--- src/rtl/reset_release_sequencer_pkg.sv ---
// Shared types and elaboration-time helpers for the reset release sequencer.
package reset_release_sequencer_pkg;

    typedef enum logic [2:0] {
        ST_SYNC,
        ST_HOLD,
        ST_WAIT,
        ST_STEP,
        ST_DONE
    } state_e;

    function automatic int max3(input int a, input int b, input int c);
        int m;
        m = (a > b) ? a : b;
        return (m > c) ? m : c;
    endfunction

    // Wide enough to hold the largest reload value of the shared down-counter.
    function automatic int cnt_width(input int hold, input int step, input int tmo);
        return $clog2(max3(hold, step, tmo) + 1);
    endfunction

    function automatic int idx_width(input int num_domains);
        return (num_domains <= 1) ? 1 : $clog2(num_domains);
    endfunction

    function automatic bit params_legal(input int sync_stages, input int num_domains,
                                        input int hold, input int step, input int tmo);
        return (sync_stages >= 2) && (sync_stages <= 4) &&
               (num_domains >= 1) && (num_domains <= 16) &&
               (hold >= 1) && (step >= 1) && (tmo >= 1);
    endfunction

endpackage

--- src/rtl/reset_release_sequencer_sync_chain.sv ---
// Reset synchronizer: asserts asynchronously, deasserts after SYNC_STAGES clock edges.
module reset_sync_chain #(
    parameter int SYNC_STAGES = 3
) (
    input  logic clk,
    input  logic rst_n,
    output logic synced
);

    logic [SYNC_STAGES-1:0] sync_q;

    always_ff @(posedge clk or negedge rst_n) begin
        if (!rst_n) begin
            sync_q <= '0;
        end else begin
            sync_q <= {sync_q[SYNC_STAGES-2:0], 1'b1};
        end
    end

    assign synced = sync_q[SYNC_STAGES-1];

endmodule

--- src/rtl/reset_release_sequencer.sv ---
// Holds reset after power-on, then releases reset domains one by one in index order,
// waiting for each domain's ack (or a timeout) before moving on to the next.
module reset_release_sequencer
    import reset_release_sequencer_pkg::*;
#(
    parameter int SYNC_STAGES = 3,
    parameter int NUM_DOMAINS = 4,
    parameter int HOLD_CYCLES = 16,
    parameter int STEP_CYCLES = 8,
    parameter int ACK_TIMEOUT = 255
) (
    input  logic                   clk,
    input  logic                   rst_n,
    input  logic                   sw_rst_req,
    input  logic [NUM_DOMAINS-1:0] domain_ack,
    output logic [NUM_DOMAINS-1:0] rst_out,
    output logic                   all_released,
    output logic                   busy,
    output logic [NUM_DOMAINS-1:0] timeout_err
);

    localparam int CNT_W = cnt_width(HOLD_CYCLES, STEP_CYCLES, ACK_TIMEOUT);
    localparam int IDX_W = idx_width(NUM_DOMAINS);

    localparam logic [CNT_W-1:0]       HOLD_LOAD = CNT_W'(HOLD_CYCLES - 1);
    localparam logic [CNT_W-1:0]       STEP_LOAD = CNT_W'(STEP_CYCLES - 1);
    localparam logic [CNT_W-1:0]       TMO_LOAD  = CNT_W'(ACK_TIMEOUT);
    localparam logic [IDX_W-1:0]       LAST_IDX  = IDX_W'(NUM_DOMAINS - 1);
    localparam logic [NUM_DOMAINS-1:0] BIT0      = NUM_DOMAINS'(1);

    if (!params_legal(SYNC_STAGES, NUM_DOMAINS, HOLD_CYCLES, STEP_CYCLES, ACK_TIMEOUT)) begin : g_bad_params
        $error("reset_release_sequencer: illegal parameter combination");
    end

    state_e                 state_q;
    logic [CNT_W-1:0]       cnt_q;
    logic [IDX_W-1:0]       idx_q;
    logic [NUM_DOMAINS-1:0] rst_out_q;
    logic                   all_released_q;
    logic                   busy_q;
    logic [NUM_DOMAINS-1:0] timeout_err_q;

    logic                   synced;
    logic                   ack_sel;
    logic [IDX_W-1:0]       idx_inc;

    reset_sync_chain #(
        .SYNC_STAGES(SYNC_STAGES)
    ) u_sync (
        .clk   (clk),
        .rst_n (rst_n),
        .synced(synced)
    );

    assign ack_sel = domain_ack[idx_q];
    assign idx_inc = idx_q + IDX_W'(1);

    always_ff @(posedge clk or negedge rst_n) begin
        if (!rst_n) begin
            state_q        <= ST_SYNC;
            cnt_q          <= '0;
            idx_q          <= '0;
            rst_out_q      <= '1;
            all_released_q <= 1'b0;
            busy_q         <= 1'b1;
            timeout_err_q  <= '0;
        end else if (sw_rst_req && (state_q != ST_SYNC)) begin
            // Software re-request restarts the hold; error history survives.
            state_q        <= ST_HOLD;
            cnt_q          <= HOLD_LOAD;
            idx_q          <= '0;
            rst_out_q      <= '1;
            all_released_q <= 1'b0;
            busy_q         <= 1'b1;
        end else begin
            case (state_q)
                ST_SYNC: begin
                    if (synced) begin
                        state_q <= ST_HOLD;
                        cnt_q   <= HOLD_LOAD;
                    end
                end
                ST_HOLD: begin
                    if (cnt_q != '0) begin
                        cnt_q <= cnt_q - CNT_W'(1);
                    end else begin
                        rst_out_q[0] <= 1'b0;
                        idx_q        <= '0;
                        state_q      <= ST_WAIT;
                        cnt_q        <= TMO_LOAD;
                    end
                end
                ST_WAIT: begin
                    // An ack on the final timeout cycle counts as a normal ack.
                    if (ack_sel || (cnt_q == '0)) begin
                        if (!ack_sel) begin
                            timeout_err_q[idx_q] <= 1'b1;
                        end
                        if (idx_q == LAST_IDX) begin
                            state_q        <= ST_DONE;
                            all_released_q <= 1'b1;
                            busy_q         <= 1'b0;
                        end else begin
                            state_q <= ST_STEP;
                            cnt_q   <= STEP_LOAD;
                        end
                    end else begin
                        cnt_q <= cnt_q - CNT_W'(1);
                    end
                end
                ST_STEP: begin
                    if (cnt_q != '0) begin
                        cnt_q <= cnt_q - CNT_W'(1);
                    end else begin
                        idx_q     <= idx_inc;
                        rst_out_q <= rst_out_q & ~(BIT0 << idx_inc);
                        state_q   <= ST_WAIT;
                        cnt_q     <= TMO_LOAD;
                    end
                end
                ST_DONE: begin
                end
                default: begin
                    state_q <= ST_SYNC;
                end
            endcase
        end
    end

    assign rst_out      = rst_out_q;
    assign all_released = all_released_q;
    assign busy         = busy_q;
    assign timeout_err  = timeout_err_q;

endmodule

--- config.mk ---
export PLATFORM = sky130hd
export DESIGN_NAME = reset_release_sequencer
export DESIGN_NICKNAME = d
export VERILOG_FILES = /design/src/rtl/reset_release_sequencer_pkg.sv /design/src/rtl/reset_release_sequencer_sync_chain.sv /design/src/rtl/reset_release_sequencer.sv
export SDC_FILE = /design/constraint.sdc
export NUM_CORES = 1
export LEC_CHECK = 0
export CORE_MARGIN = 5
export CORE_UTILIZATION = 49
export DETAILED_ROUTE_END_ITERATION = 10
export PLACE_DENSITY = 0.8
export SKIP_CTS_REPAIR_TIMING = 1
export SYNTH_ARGS = -nofsm -noshare
export SYNTH_HDL_FRONTEND = slang
export SYNTH_SLANG_ARGS = --single-unit
--- constraint.sdc ---
create_clock -name clk -period 1.8 [get_ports clk]
set_clock_uncertainty 0.05 [all_clocks]
set_input_delay 0.27 -clock clk [delete_from_list [all_inputs] [get_ports clk]]
set_output_delay 0.27 -clock clk [all_outputs]
set_load 0.02 [all_outputs]
==> impl_results.md <==
- Final-report setup violation count: 11
- Die outline area: 4150 um^2
- Flops & latches, synth: 26
- Fin. max-slew vios: 0
- Core Rows: 19
- Highest clock frequency the design can meet: 515 MHz
- Net count reported at finish: 198
- Clock root buffer: sky130_fd_sc_hd__clkbuf_4
- Sequential-to-total area share from yosys stat: 45.3%
- Number of clock buffers inserted by TritonCTS: 3
- Compound-gate portion of the synthesized area: 25.3%
- Category of cells accounting for the largest share of critical-path delay: compound AO/OA/AOI/OAI gates
- Area of the mapped netlist: 1450 um^2
- DRC errors left: 0
- Tot GR Track Use: 18.9%
- Count of TritonRoute iterations in the first routing pass: 4
- Post-synthesis instance total: 140
- Vias: 1279
- Worst path max stage delay: 0.59 ns
- Final worst path period share: 108%
- Share of final-layout standard cells stronger than drive strength 1: 33.9%
- Smallest hold slack: 0.241 ns
- Horizontal extent of the die: 64.4 um
- Leading register cell type out of synthesis: sky130_fd_sc_hd__dfrtp_1
- Required time reported for the critical path endpoint: 2.01 ns
- Wire length of the first global-routing pass: 6.19 mm
- 1st-iter DRT viols: 44
- Cell depth of the worst setup path: 5
- Capturing element type of the critical path: register
- Register cell area after layout: 657 um^2
- Count of max-cap constraint violations: 0
- Worst IR drop on VDD: 0.000582 V
- Clock slew at the register clock pins of the worst setup and hold paths: 0.14 ns
- Fraction of post-synthesis cell area in the top cell type by area: 36.2%
- Fraction of the mapped netlist area in simple logic gates: 16.5%
- Overall overflow remaining after global route: 0
- Maximum number of pins on one net before global-route repair: 27
- RSZ-0062 raised after global routing: yes
- Antenna violations before repair: 0
- Largest area contributor in the netlist: sky130_fd_sc_hd__dfrtp_1
- Pleak: 0.000887 uW
- Slew HR: 57.2%
- Number of warnings printed during yosys synthesis: 0
- CP Buf/Inv Count: 0
- Area of the multi-input gates: 764 um^2
- Final weighted congestion in routability-driven placement: 0.837
- Critical Path Slowest Stage Cell: sky130_fd_sc_hd__mux4_2
- Clk sink count: 26
- Utilization after layout: 68.7%
- CP startpoint: idx_q[0]
- Initial standard-cell utilization of the core: 51.7%
- Critical Path Start Type: register
- Number of vias per cell after detailed routing: 5.98
- Actual slew at the worst max-slew pin: 0.636 ns
- Vias in the first global route: 1319
- Die Height: 64.4 um
- Core area: 2810 um^2
- Synthesis-to-finish area growth: 32.9%
- Number of antenna cells inserted: 0
- Nets in the synthesized netlist: 154
- Count of different cell masters after synthesis: 45
- Most common cell after layout, fill and taps aside: sky130_fd_sc_hd__buf_4
- Fillers: 203
- Share of the synthesized netlist area taken by xor and xnor gates: 0%
- Power, Total: 1620 uW
- Largest family of logic cells by synthesized area: compound AO/OA/AOI/OAI gates
- Type of the worst min-delay path: input pin to async pin
- Half-perimeter wire length after detailed placement: 2.75 mm
- Average wire per cell in the routed design: 17.7 um
- Synthesized area per cell: 10.4 um^2
- Share of flip-flops with an asynchronous set or reset: 100%
- Worst Reg-to-Reg Cells: 5
- Most frequent cells in the layout: 28 x sky130_fd_sc_hd__buf_4, 21 x sky130_fd_sc_hd__dfrtp_1, 11 x sky130_fd_sc_hd__clkdlybuf4s50_1, 9 x sky130_fd_sc_hd__nand2_1, 8 x sky130_fd_sc_hd__o21ai_0
- Clock tree from TritonCTS: done
- IO Count: 17
- Pre-CTS WS: -0.332 ns
- Power Density: 839 nW/um^2
- Final Routed Wirelength: 3.79 mm
- Post-route ant nets: 0
- Maximum fanout count along the critical path: 5
- Number of H-tree levels: 1
- Number of hold-slack violations in the final timing report: 0
- Smallest setup slack after layout: -0.142 ns
- Area share of fa/ha/maj cells after synthesis: 6.04%
- Top cells by area in the synthesized netlist: sky130_fd_sc_hd__dfrtp_1 36%, sky130_fd_sc_hd__dfstp_2 9.1%, sky130_fd_sc_hd__ha_1 6.0%, sky130_fd_sc_hd__a21o_1 3.6%, sky130_fd_sc_hd__o21ai_0 3.5%
- Later-pin clock latency in the skew report: 0.32 ns
- Input/output buffers: 16
- Final critical path time including I/O delays and setup: 1.94 ns
- Number of enable-type register cells in the synthesized netlist: 0
- Cells along the critical path: mux4_2 -> a21oi_4 -> a21oi_2 -> o31ai_1 -> o2bb2ai_2
- Run status: complete, but fails checks
- Violated checks: negative setup slack
- RR Startpoint: idx_q[0]
- Critical path class: register to register
- Crit path arrival time: 2.15 ns
- Maximum root-to-sink buffer count: 2
- Portion of netlist area occupied by mux cells: 1.55%
==> per-stage QoR <==
stage          area, um^2  instances  setup TNS (ns)
6_report             1930        214          -0.756
5_1_grt              1930        214           -1.62
4_1_cts              1840        210           -1.09
3_5_place_dp         1810        206           -3.67
3_3_place_gp         1810        206           -2.33
2_1_floorplan        1460        140         -0.0155
==> worst paths after layout <==
path,endpoint,slack (ns)
max,cnt_q[3],-0.14
max in group asynchronous,rst_out[1],1.15
min,cnt_q[1],0.24
min in group clk,u_sync.sync_q[2],0.32
min reg2reg,u_sync.sync_q[2],0.32
max reg2reg,cnt_q[3],-0.14
==> final cells by class <==
cell class	instances	area share, %
Timing Repair Buffer	45	20.5
Inverter	9	1.88
Sequential cell	26	34.1
Multi-Input combinational cell	99	39.7
Clock buffer	4	1.88
Tap cell	31	2.01
==> layer usage <==
metal | part of all wire [%] | vias up | global-route usage, %
met4 | 2.3 | 0 | 8.44
met1 | 41 | 610 | 21.9
met2 | 52 | 55 | 34.1
li1 | - | 599 | -
met3 | 5.2 | 15 | 3.15
met5 | 0 | - | 0
==> flip-flops by register name, summed over array words and instances (netlist names) <==
register       count
cnt_q              8
rst_out            4
timeout_err        4
state_q            3
u_sync.sync_q      3
idx_q              2
all_released       1
busy               1
==> synthesized netlist by cell type (2+ instances only) <==
master	number
sky130_fd_sc_hd__dfrtp_1	21
sky130_fd_sc_hd__nand2_1	12
sky130_fd_sc_hd__o21ai_0	10
sky130_fd_sc_hd__inv_1	8
sky130_fd_sc_hd__a21o_1	7
sky130_fd_sc_hd__ha_1	7
sky130_fd_sc_hd__nor2_1	7
sky130_fd_sc_hd__a21oi_1	6
sky130_fd_sc_hd__nor3_1	6
sky130_fd_sc_hd__dfstp_2	5
sky130_fd_sc_hd__clkbuf_1	4
sky130_fd_sc_hd__o31ai_1	4
sky130_fd_sc_hd__nand3_1	3
sky130_fd_sc_hd__a211oi_1	2
sky130_fd_sc_hd__a21boi_0	2
sky130_fd_sc_hd__a2bb2oi_1	2
sky130_fd_sc_hd__buf_6	2
sky130_fd_sc_hd__nand2b_1	2
sky130_fd_sc_hd__nor4_1	2
sky130_fd_sc_hd__o2bb2ai_1	2
sky130_fd_sc_hd__o31a_1	2
==> cells by family (layout without fill, tap and decap cells) <==
| kind of cell | after synthesis | after routing |
|---|---|---|
| other | 1 | 1 |
| DFF | 26 | 26 |
| buffers and inverters | 15 | 58 |
| adders and majority gates | 7 | 7 |
| AOI/OAI and AO/OA | 49 | 49 |
| and+or+nand+nor | 41 | 41 |
| muxes | 1 | 1 |
==> where the power goes <==
part	internal, uW	switching [uW]
registers	634	32.8
logic	300	355
clock network	124	173
No activity file was read; power rests on OpenSTA's default activity.
